<file path="src/rtl/blctrl_scheduler.sv">
// -----------------------------------------------------------------------------
// blctrl_scheduler
//   Shares one I2C master between up to eight BL-Ctrl ESCs. Every refresh tick
//   the per-motor speeds and enable mask are snapshotted, then one 2-byte write
//   (address, throttle) is issued per enabled motor in ascending index order.
//   Per-motor ACK results are collected into nack_mask at the end of the frame.
//   A stalled transaction is abandoned after TIMEOUT_CYCLES. Zero throttle is
//   sent once speed_update has been missing for STALE_FRAMES ticks.
//
//   Command handshake: cmd_valid is held high with cmd_addr/cmd_data stable
//   until the cycle in which cmd_ready is also high; that cycle is the single
//   transfer. cmd_valid is low again on the following cycle.
//
// Ports
//   clk, rst_n          clock, asynchronous active-low reset
//   master_enable       enables the tick counter and scheduling
//   motor_enable[7:0]   per-motor enable
//   target_speed_flat   motor i speed in bits [8i+7:8i]
//   speed_update        one-cycle pulse, fresh speeds available
//   cmd_valid/ready     command handshake to the I2C master
//   cmd_addr, cmd_data  7-bit slave address and throttle byte
//   done, ack_err       transaction finished; ack_err=1 means NACK
//   busy                frame in progress
//   frame_done          one-cycle pulse at end of a completed frame
//   nack_mask[7:0]      failure bits of the last completed frame
//   overrun             one-cycle pulse when a tick hits a running frame
//   failsafe            speeds are stale, zeros are being sent
//   fsm_state[2:0]      current scheduler state, for observation only
// -----------------------------------------------------------------------------
module blctrl_scheduler #(
  parameter int         CLK_HZ         = 16000000,
  parameter int         REFRESH_HZ     = 500,
  parameter logic [6:0] BASE_ADDR      = 7'h29,
  parameter int         TIMEOUT_CYCLES = 8000,
  parameter int         STALE_FRAMES   = 3
) (
  input  logic        clk,
  input  logic        rst_n,
  input  logic        master_enable,
  input  logic [7:0]  motor_enable,
  input  logic [63:0] target_speed_flat,
  input  logic        speed_update,
  output logic        cmd_valid,
  input  logic        cmd_ready,
  output logic [6:0]  cmd_addr,
  output logic [7:0]  cmd_data,
  input  logic        done,
  input  logic        ack_err,
  output logic        busy,
  output logic        frame_done,
  output logic [7:0]  nack_mask,
  output logic        overrun,
  output logic        failsafe,
  output logic [2:0]  fsm_state
);

  localparam int PERIOD = CLK_HZ / REFRESH_HZ;
  localparam int PW     = $clog2(PERIOD);
  localparam int TW     = $clog2(TIMEOUT_CYCLES + 1);
  localparam int SW     = $clog2(STALE_FRAMES + 1);

  typedef enum logic [2:0] {
    S_IDLE  = 3'd0,
    S_SCAN  = 3'd1,
    S_ISSUE = 3'd2,
    S_WAIT  = 3'd3,
    S_FEND  = 3'd4
  } state_t;

  state_t         state, state_n;
  logic [PW-1:0]  tick_cnt;
  logic           tick;
  logic [SW-1:0]  stale_cnt;
  logic [TW-1:0]  wait_cnt;
  logic           wait_expired;
  logic [7:0]     snap_en;
  logic [63:0]    snap_spd;
  logic [3:0]     idx;       // next index to search from; 8 means "past motor 7"
  logic [2:0]     cur;       // motor currently being served
  logic [7:0]     acc;       // nack bits of the frame in progress
  logic           found;
  logic [2:0]     fidx;

  assign tick         = master_enable && (tick_cnt == PW'(PERIOD - 1));
  assign wait_expired = (wait_cnt == TW'(TIMEOUT_CYCLES - 1));
  assign failsafe     = (stale_cnt == SW'(STALE_FRAMES));
  assign cmd_valid    = (state == S_ISSUE);
  assign frame_done   = (state == S_FEND);
  assign fsm_state    = state;

  // Lowest enabled motor at or above idx in the frozen mask.
  always_comb begin
    found = 1'b0;
    fidx  = 3'd0;
    for (int k = 7; k >= 0; k--) begin
      if (snap_en[k] && (k >= int'(idx))) begin
        found = 1'b1;
        fidx  = 3'(k);
      end
    end
  end

  always_comb begin
    state_n = state;
    case (state)
      S_IDLE:  if (tick) state_n = S_SCAN;
      // Dropping master_enable aborts the frame here, after any in-flight
      // transaction has completed, so no frame_done and no nack_mask update.
      S_SCAN: begin
        if (!master_enable) state_n = S_IDLE;
        else if (found)     state_n = S_ISSUE;
        else                state_n = S_FEND;
      end
      S_ISSUE: if (cmd_ready) state_n = S_WAIT;
      S_WAIT:  if (done || wait_expired) state_n = S_SCAN;
      S_FEND:  state_n = S_IDLE;
      default: state_n = S_IDLE;
    endcase
  end

  always_ff @(posedge clk or negedge rst_n) begin
    if (!rst_n) begin
      state     <= S_IDLE;
      tick_cnt  <= '0;
      stale_cnt <= SW'(STALE_FRAMES);
      wait_cnt  <= '0;
      snap_en   <= '0;
      snap_spd  <= '0;
      idx       <= '0;
      cur       <= '0;
      acc       <= '0;
      cmd_addr  <= '0;
      cmd_data  <= '0;
      nack_mask <= '0;
      busy      <= 1'b0;
      overrun   <= 1'b0;
    end else begin
      state <= state_n;

      if (!master_enable || tick) tick_cnt <= '0;
      else                        tick_cnt <= tick_cnt + PW'(1);

      // A fresh update in the same cycle as a tick leaves the counter clear.
      if (speed_update)                                 stale_cnt <= '0;
      else if (tick && stale_cnt != SW'(STALE_FRAMES)) stale_cnt <= stale_cnt + SW'(1);

      // busy covers SCAN (after the first), ISSUE, WAIT and FEND, but not the
      // SCAN that leads straight back to IDLE on an abort.
      busy    <= (state != S_IDLE) && (state_n != S_IDLE);
      overrun <= tick && (state != S_IDLE);

      case (state)
        S_IDLE: begin
          if (tick) begin
            snap_en  <= motor_enable;
            snap_spd <= failsafe ? 64'd0 : target_speed_flat;
            idx      <= 4'd0;
            acc      <= 8'd0;
          end
        end
        S_SCAN: begin
          if (master_enable && found) begin
            cur      <= fidx;
            cmd_addr <= BASE_ADDR + {4'b0000, fidx};
            cmd_data <= snap_spd[{fidx, 3'b000} +: 8];
          end
        end
        S_ISSUE: wait_cnt <= '0;
        S_WAIT: begin
          if (done) begin
            acc[cur] <= ack_err;
            idx      <= {1'b0, cur} + 4'd1;
          end else if (wait_expired) begin
            acc[cur] <= 1'b1;
            idx      <= {1'b0, cur} + 4'd1;
          end else begin
            wait_cnt <= wait_cnt + TW'(1);
          end
        end
        S_FEND: nack_mask <= acc;
        default: ;
      endcase
    end
  end

endmodule

</file>
<file path="config.mk">
export PLATFORM = sky130hd
export DESIGN_NAME = blctrl_scheduler
export DESIGN_NICKNAME = d
export VERILOG_FILES = /design/src/rtl/blctrl_scheduler.sv
export SDC_FILE = /design/constraint.sdc
export NUM_CORES = 1
export LEC_CHECK = 0
export CORE_ASPECT_RATIO = 1.75
export CORE_MARGIN = 2
export CORE_UTILIZATION = 35
export CTS_BUF_LIST = sky130_fd_sc_hd__clkbuf_8
export DETAILED_ROUTE_END_ITERATION = 6
export DONT_BUFFER_PORTS = 1
export PLACE_DENSITY = 0.5
export RECOVER_POWER = 50
export SYNTH_ARGS = -nofsm -noshare
export SYNTH_HDL_FRONTEND = slang
export SYNTH_SLANG_ARGS = --single-unit
</file>
<file path="constraint.sdc">
create_clock -name clk -period 5.85 [get_ports clk]
set_input_delay 1.17 -clock clk [delete_from_list [all_inputs] [get_ports clk]]
set_output_delay 1.17 -clock clk [all_outputs]
set_load 0.02 [all_outputs]
</file>
## Yosys cells after proc, flatten, opt, wreduce, memory -nomap -nowiden

Index checks and enable logic that the tools add are counted.

| word-level totals | value |
|---|---|
| output and inout port bits | 31 |
| register bits | 145 |
| word-level logic and storage cells | 110 |

| operators by class | value |
|---|---|
| muxes and demuxes | 40 |
| eq/ne operators | 12 |
| add/sub/neg operators | 5 |
| reductions and logical operators | 27 |
| shifts and indexed selects | 1 |
| bitwise operators | 1 |
| magnitude comparators | 10 |

Operator list:

| cell | count |
|---|---|
| 2-to-1 mux 64 bit | 1 |
| indexed part select 64 x 7 -> 8 bit | 1 |
| 2-to-1 mux 3 bit | 13 |
| 2-to-1 mux 13 bit | 2 |
| one-hot mux 13 bit (2 select lines) | 1 |
| 2-to-1 mux 8 bit | 3 |
| >= comparator 3 x 4 -> 1 bit, first input constant | 4 |
| one-hot mux 8 bit (2 select lines) | 1 |
| adder 15 x 1 -> 15 bit, second input constant | 1 |
| equality test 15 bit, second input constant | 1 |
| 2-to-1 mux 15 bit | 1 |
| logical AND 1 bit | 14 |
| adder 13 x 1 -> 13 bit, second input constant | 1 |
| equality test 13 bit, second input constant | 1 |
| 2-to-1 mux 4 bit | 3 |
| one-hot mux 3 bit (4 select lines) | 1 |
| 2-to-1 mux 1 bit | 9 |
| bitwise mux 8 bit | 1 |
| >= comparator 1 x 4 -> 1 bit, first input constant | 2 |
| >= comparator 2 x 4 -> 1 bit, first input constant | 2 |
| inequality test 2 bit, second input constant | 4 |
| bitwise OR 8 bit | 1 |
| one-hot mux 4 bit (2 select lines) | 1 |
| adder 6 x 3 -> 7 bit, first input constant | 1 |
| 18 further kinds | 26 |

## Logic depth before layout (Yosys ltp)

| depth | value |
|---|---|
| word-level depth | 15 |
| gate-level depth with buffers | 9 |

## Least setup slack after synthesis

OpenSTA, ideal clock, no wires.

| timing path | value |
|---|---|
| kind | reg-to-output |
| start point | register state[2], in the netlist fsm_state[2] |
| end point | output cmd_valid |
| setup slack | 3.418 ns |
| cell stages (with the launch flop) | 4 |
| arrival | 1.262 ns |
| cells stage by stage | dfrtp_1 > nand2b_1 > nor2_1 > clkbuf_1 |

| between the ends | value |
|---|---|
| word-level cells in the longest chain between the ends | 1 |

RTL lines:

| what | line | source |
|---|---|---|
| from (decl) | 70 | `state_t state, state_n;` |
| from (signal assigned) | 138 | `state <= state_n;` |
| equality test 3 x 2 -> 1 bit | 87 | `assign cmd_valid = (state == S_ISSUE);` |
| to (decl) | 43 | `output logic cmd_valid,` |

Every way passes these cells.

## Worst setup path in the final report

| timing path | value |
|---|---|
| start point | register state[0], in the netlist fsm_state[0] |
| end point | output frame_done |

| between the ends | value |
|---|---|
| word-level cells in the longest chain between the ends | 1 |

RTL lines:

| what | line | source |
|---|---|---|
| equality test 3 bit | 88 | `assign frame_done = (state == S_FEND);` |
| to (decl) | 50 | `output logic frame_done,` |

Every way passes these cells.

==> summary.md <==
| Metric | Value |
|---|---|
| CTS max path bufs | 2 |
| Critical path class | flip-flop to primary output |
| Die footprint | 20200 µm² |
| Number of iterations in the first detailed-routing pass | 5 |
| Synthesized netlist cell count | 698 |
| Post-cts gate resize count | 0 |
| Post-route ant nets | 0 |
| Number of vias per cell | 5.10 |
| TritonCTS clock tree | done |
| Status | finished, violations left |
| Period Utilization, post-route | 62.8% |
| Placed Cells incl. Taps | 908 |
| Filler Cells Inserted | 1898 |
| Layout Area Growth over Synthesis | 8.58% |
| Power density cells | 286 nW/µm² |
| Drt total wl | 16600 µm |
| RSZ-0062 raised after global routing | false |
| Overflow after GRT | 0 |
| Mean post-synth cell area | 9.53 µm² |
| Maximum number of pins on one net before global-route repair | 145 |
| Worst slew margin relative to its limit | -21.7% |
| Share of cells above drive strength 1 | 9.99% |
| Final cell utilization of the core | 38.9% |
| Number of global-route vias before repair | 5054 |
| Worst min-delay path category | input port to async pin |
| Share of synthesized registers carrying an async set or reset | 100% |
| Number of standard cells in the layout, taps in and fillers out | 939 |
| Die width | 108 µm |
| Buffer and inverter count on the worst path | 0 |
| Setup crit end kind | primary output |
| GRT Overall Usage | 17.6% |
| Largest stage delay on the critical path | 1480 ps |
| I/O Pins | 110 |
| Worst EP required | 4680 ps |
| Number of buffers added by the clock tree synthesis step | 17 |
| CP max-delay cell | nor3b_1 |
| Hold Buf Count CTS | 0 |
| Hold slack | 401 ps |
| N_diodes | 0 |
| Placement row count | 66 |
| Final setup violation count | 0 |
| Top cell family by delay on the critical path | simple AND/OR/NAND/NOR gates |
| Last weighted congestion value of the routability-driven placer | 0.797 |
| IR drop worst, VDD | 133 µV |
| Clk sink count | 144 |
| Hold violation total from the final report | 0 |
| DRC | 0 |
| Post-Synthesis Net Count | 783 |
| Number of antenna violations at the first check in global routing | 0 |
| Top library cells by usage in the layout, fill and taps aside | nand2_1 (233), dfrtp_1 (142), nor2_1 (50) |
| Number of enable-type register cells in the synthesized netlist | 0 |
| Post-Syn Area | 6650 µm² |
| Clock skew | 13.5 ps |
| Most common library cell in the layout ignoring fill and taps | nand2_1 |
| DP HPWL | 12000 µm |
| Number of maximum-capacitance constraint violations | 1 |
| Clock tree root buffer cell | clkbuf_8 |
| Die Y | 186 µm |
| Leakage Power | 3.50 nW |
| Quantity of I/O buffers inserted on ports | 0 |
| R2R cell count | 7 |
| Floorplan Core Area | 18600 µm² |
| Transition time at the pin with the least slew margin | 1820 ps |
| Iteration-0 DRC Markers | 214 |
| Maximum level of the CTS H-tree | 4 |
| Count of vias placed by the detailed router | 4789 |
| CP cell instances | nor3b_1 |
| Violations in the final reports | max-capacitance violations, max-slew violations |
| Fraction of the yosys area taken by sequential cells | 54.2% |
| Number of setup buffers added after CTS | 0 |
| Count of cell instances traversed by the critical path | 1 |
| Post-Route Setup TNS | 0 ps |
| Power after layout | 2.06 mW |
| Fmax achieved | 272 MHz |
| Skew-Pair Late Insertion Delay | 460 ps |
| Number of pins exceeding their max-slew limit in the final report | 9 |
| Starting Density | 35.8% |
| Yosys warnings | 0 |
| Seq cells post-synth | 144 |
| Worst endpoint data arrival time | 2500 ps |
| Clock transition at the register clock pins on the worst setup and hold paths after CTS | 80 ps |
| Distinct cell type count of the synthesized netlist | 56 |
| Final #Nets | 774 |
| First-pass GRT wire length | 27000 µm |
| Critical path fanouts, max | 10 |
| Most used DFF post-synth | dfrtp_1 |
| Critical Path Start Type | flip-flop |
| Final Critical Period | 3670 ps |
| Average routed wire per standard cell | 17.7 µm |
## cell usage after synthesis, types with 3 or more instances
master	n	area share, %
a31oi_1	7	0.66
o22ai_1	3	0.28
o21ai_1	4	0.30
nand2b_1	3	0.28
dfrtp_1	142	53
or3_1	9	0.85
a22oi_1	6	0.68
ha_1	6	1.1
and3_1	4	0.38
buf_6	4	0.68
xnor2_1	15	2.0
xor2_1	8	1.1
a21oi_1	14	1.1
buf_2	10	0.75
inv_1	10	0.56
nand2_1	233	13
o21a_1	3	0.34
nand4_1	3	0.28
nor3_1	7	0.53
a221oi_1	4	0.53
mux2_2	19	3.2
clkbuf_1	8	0.45
o21ai_0	27	2.0
and4_1	3	0.40
nand3_1	17	1.3
buf_4	9	1.0
mux2i_1	17	2.6
o21bai_1	3	0.34
nor2b_1	7	0.66
nor2_1	50	2.8
and2_1	3	0.28
## power by group
part / switching [mW] / internal [mW] / total, mW
Sequential: 0.0603 / 1.03 / 1.09
Clock: 0.383 / 0.506 / 0.888
Combinational: 0.0447 / 0.0380 / 0.0827
Total: 0.488 / 1.58 / 2.06
## logic make-up after synthesis
| group | synth area share [%] |
|---|---|
| xor gates and xnor gates | 3.03 |
| buffers and inverters | 3.57 |
| DFF | 54.2 |
| adders and majority gates | 1.13 |
| muxes | 5.78 |
| and+or+nand+nor | 22.5 |
| AOI/OAI and AO/OA | 9.74 |
| other | 0.0564 |
## state kept, by name, indices dropped and copies added, names as in the netlist
name / cells
snap_en: 8
acc: 8
busy: 1
tick_cnt: 15
wait_cnt: 13
overrun: 1
cmd_addr: 6
snap_spd: 64
fsm_state: 3
cur: 3
idx: 4
stale_cnt: 2
nack_mask: 8
cmd_data: 8
## final timing paths
check | endpoint | slack, ps | startpoint
max | frame_done | 2180 | fsm_state[0]$_DFF_PN0_
min | tick_cnt[10]$_DFF_PN0_ | 400 | rst_n
max reg2reg | snap_spd[6]$_DFFE_PN0P_ | 2910 | tick_cnt[0]$_DFF_PN0_
min reg2reg | snap_spd[38]$_DFFE_PN0P_ | 470 | snap_spd[38]$_DFFE_PN0P_
max in group asynchronous | stale_cnt[0]$_DFFE_PN1P_ | 5270 | rst_n
min in group clk | snap_spd[38]$_DFFE_PN0P_ | 470 | snap_spd[38]$_DFFE_PN0P_
## final cells by class
type                    count  area (µm²)  share of cell area, %
inverters                  10        37.5                  0.520
repair buffers              5        33.8                  0.468
clock inverters            10         158                   2.18
flip-flops and latches    144        3610                   49.9
well taps                 238         298                   4.12
clock buffers              21         289                   4.00
multi-input cells         511        2800                   38.8
## per-stage QoR
stage                     setup slack (ps)  instance area, µm²
final                                 2180                7220
after CTS                             2680                7240
after global placement                3000                6800
after floorplan                       3420                6650
after global routing                  1940                7220
after detailed placement              2940                6800
## layer usage
layer  part of all wire [%]  global-route usage [%]  up-vias
li1                       -                       -     2311
met1                     36                    18.5     2347
met2                     56                    31.9      105
met3                    5.9                    5.83       26
met4                    2.5                    6.85        0
met5                      0                       0        -
(Power assumes the default switching activity.)
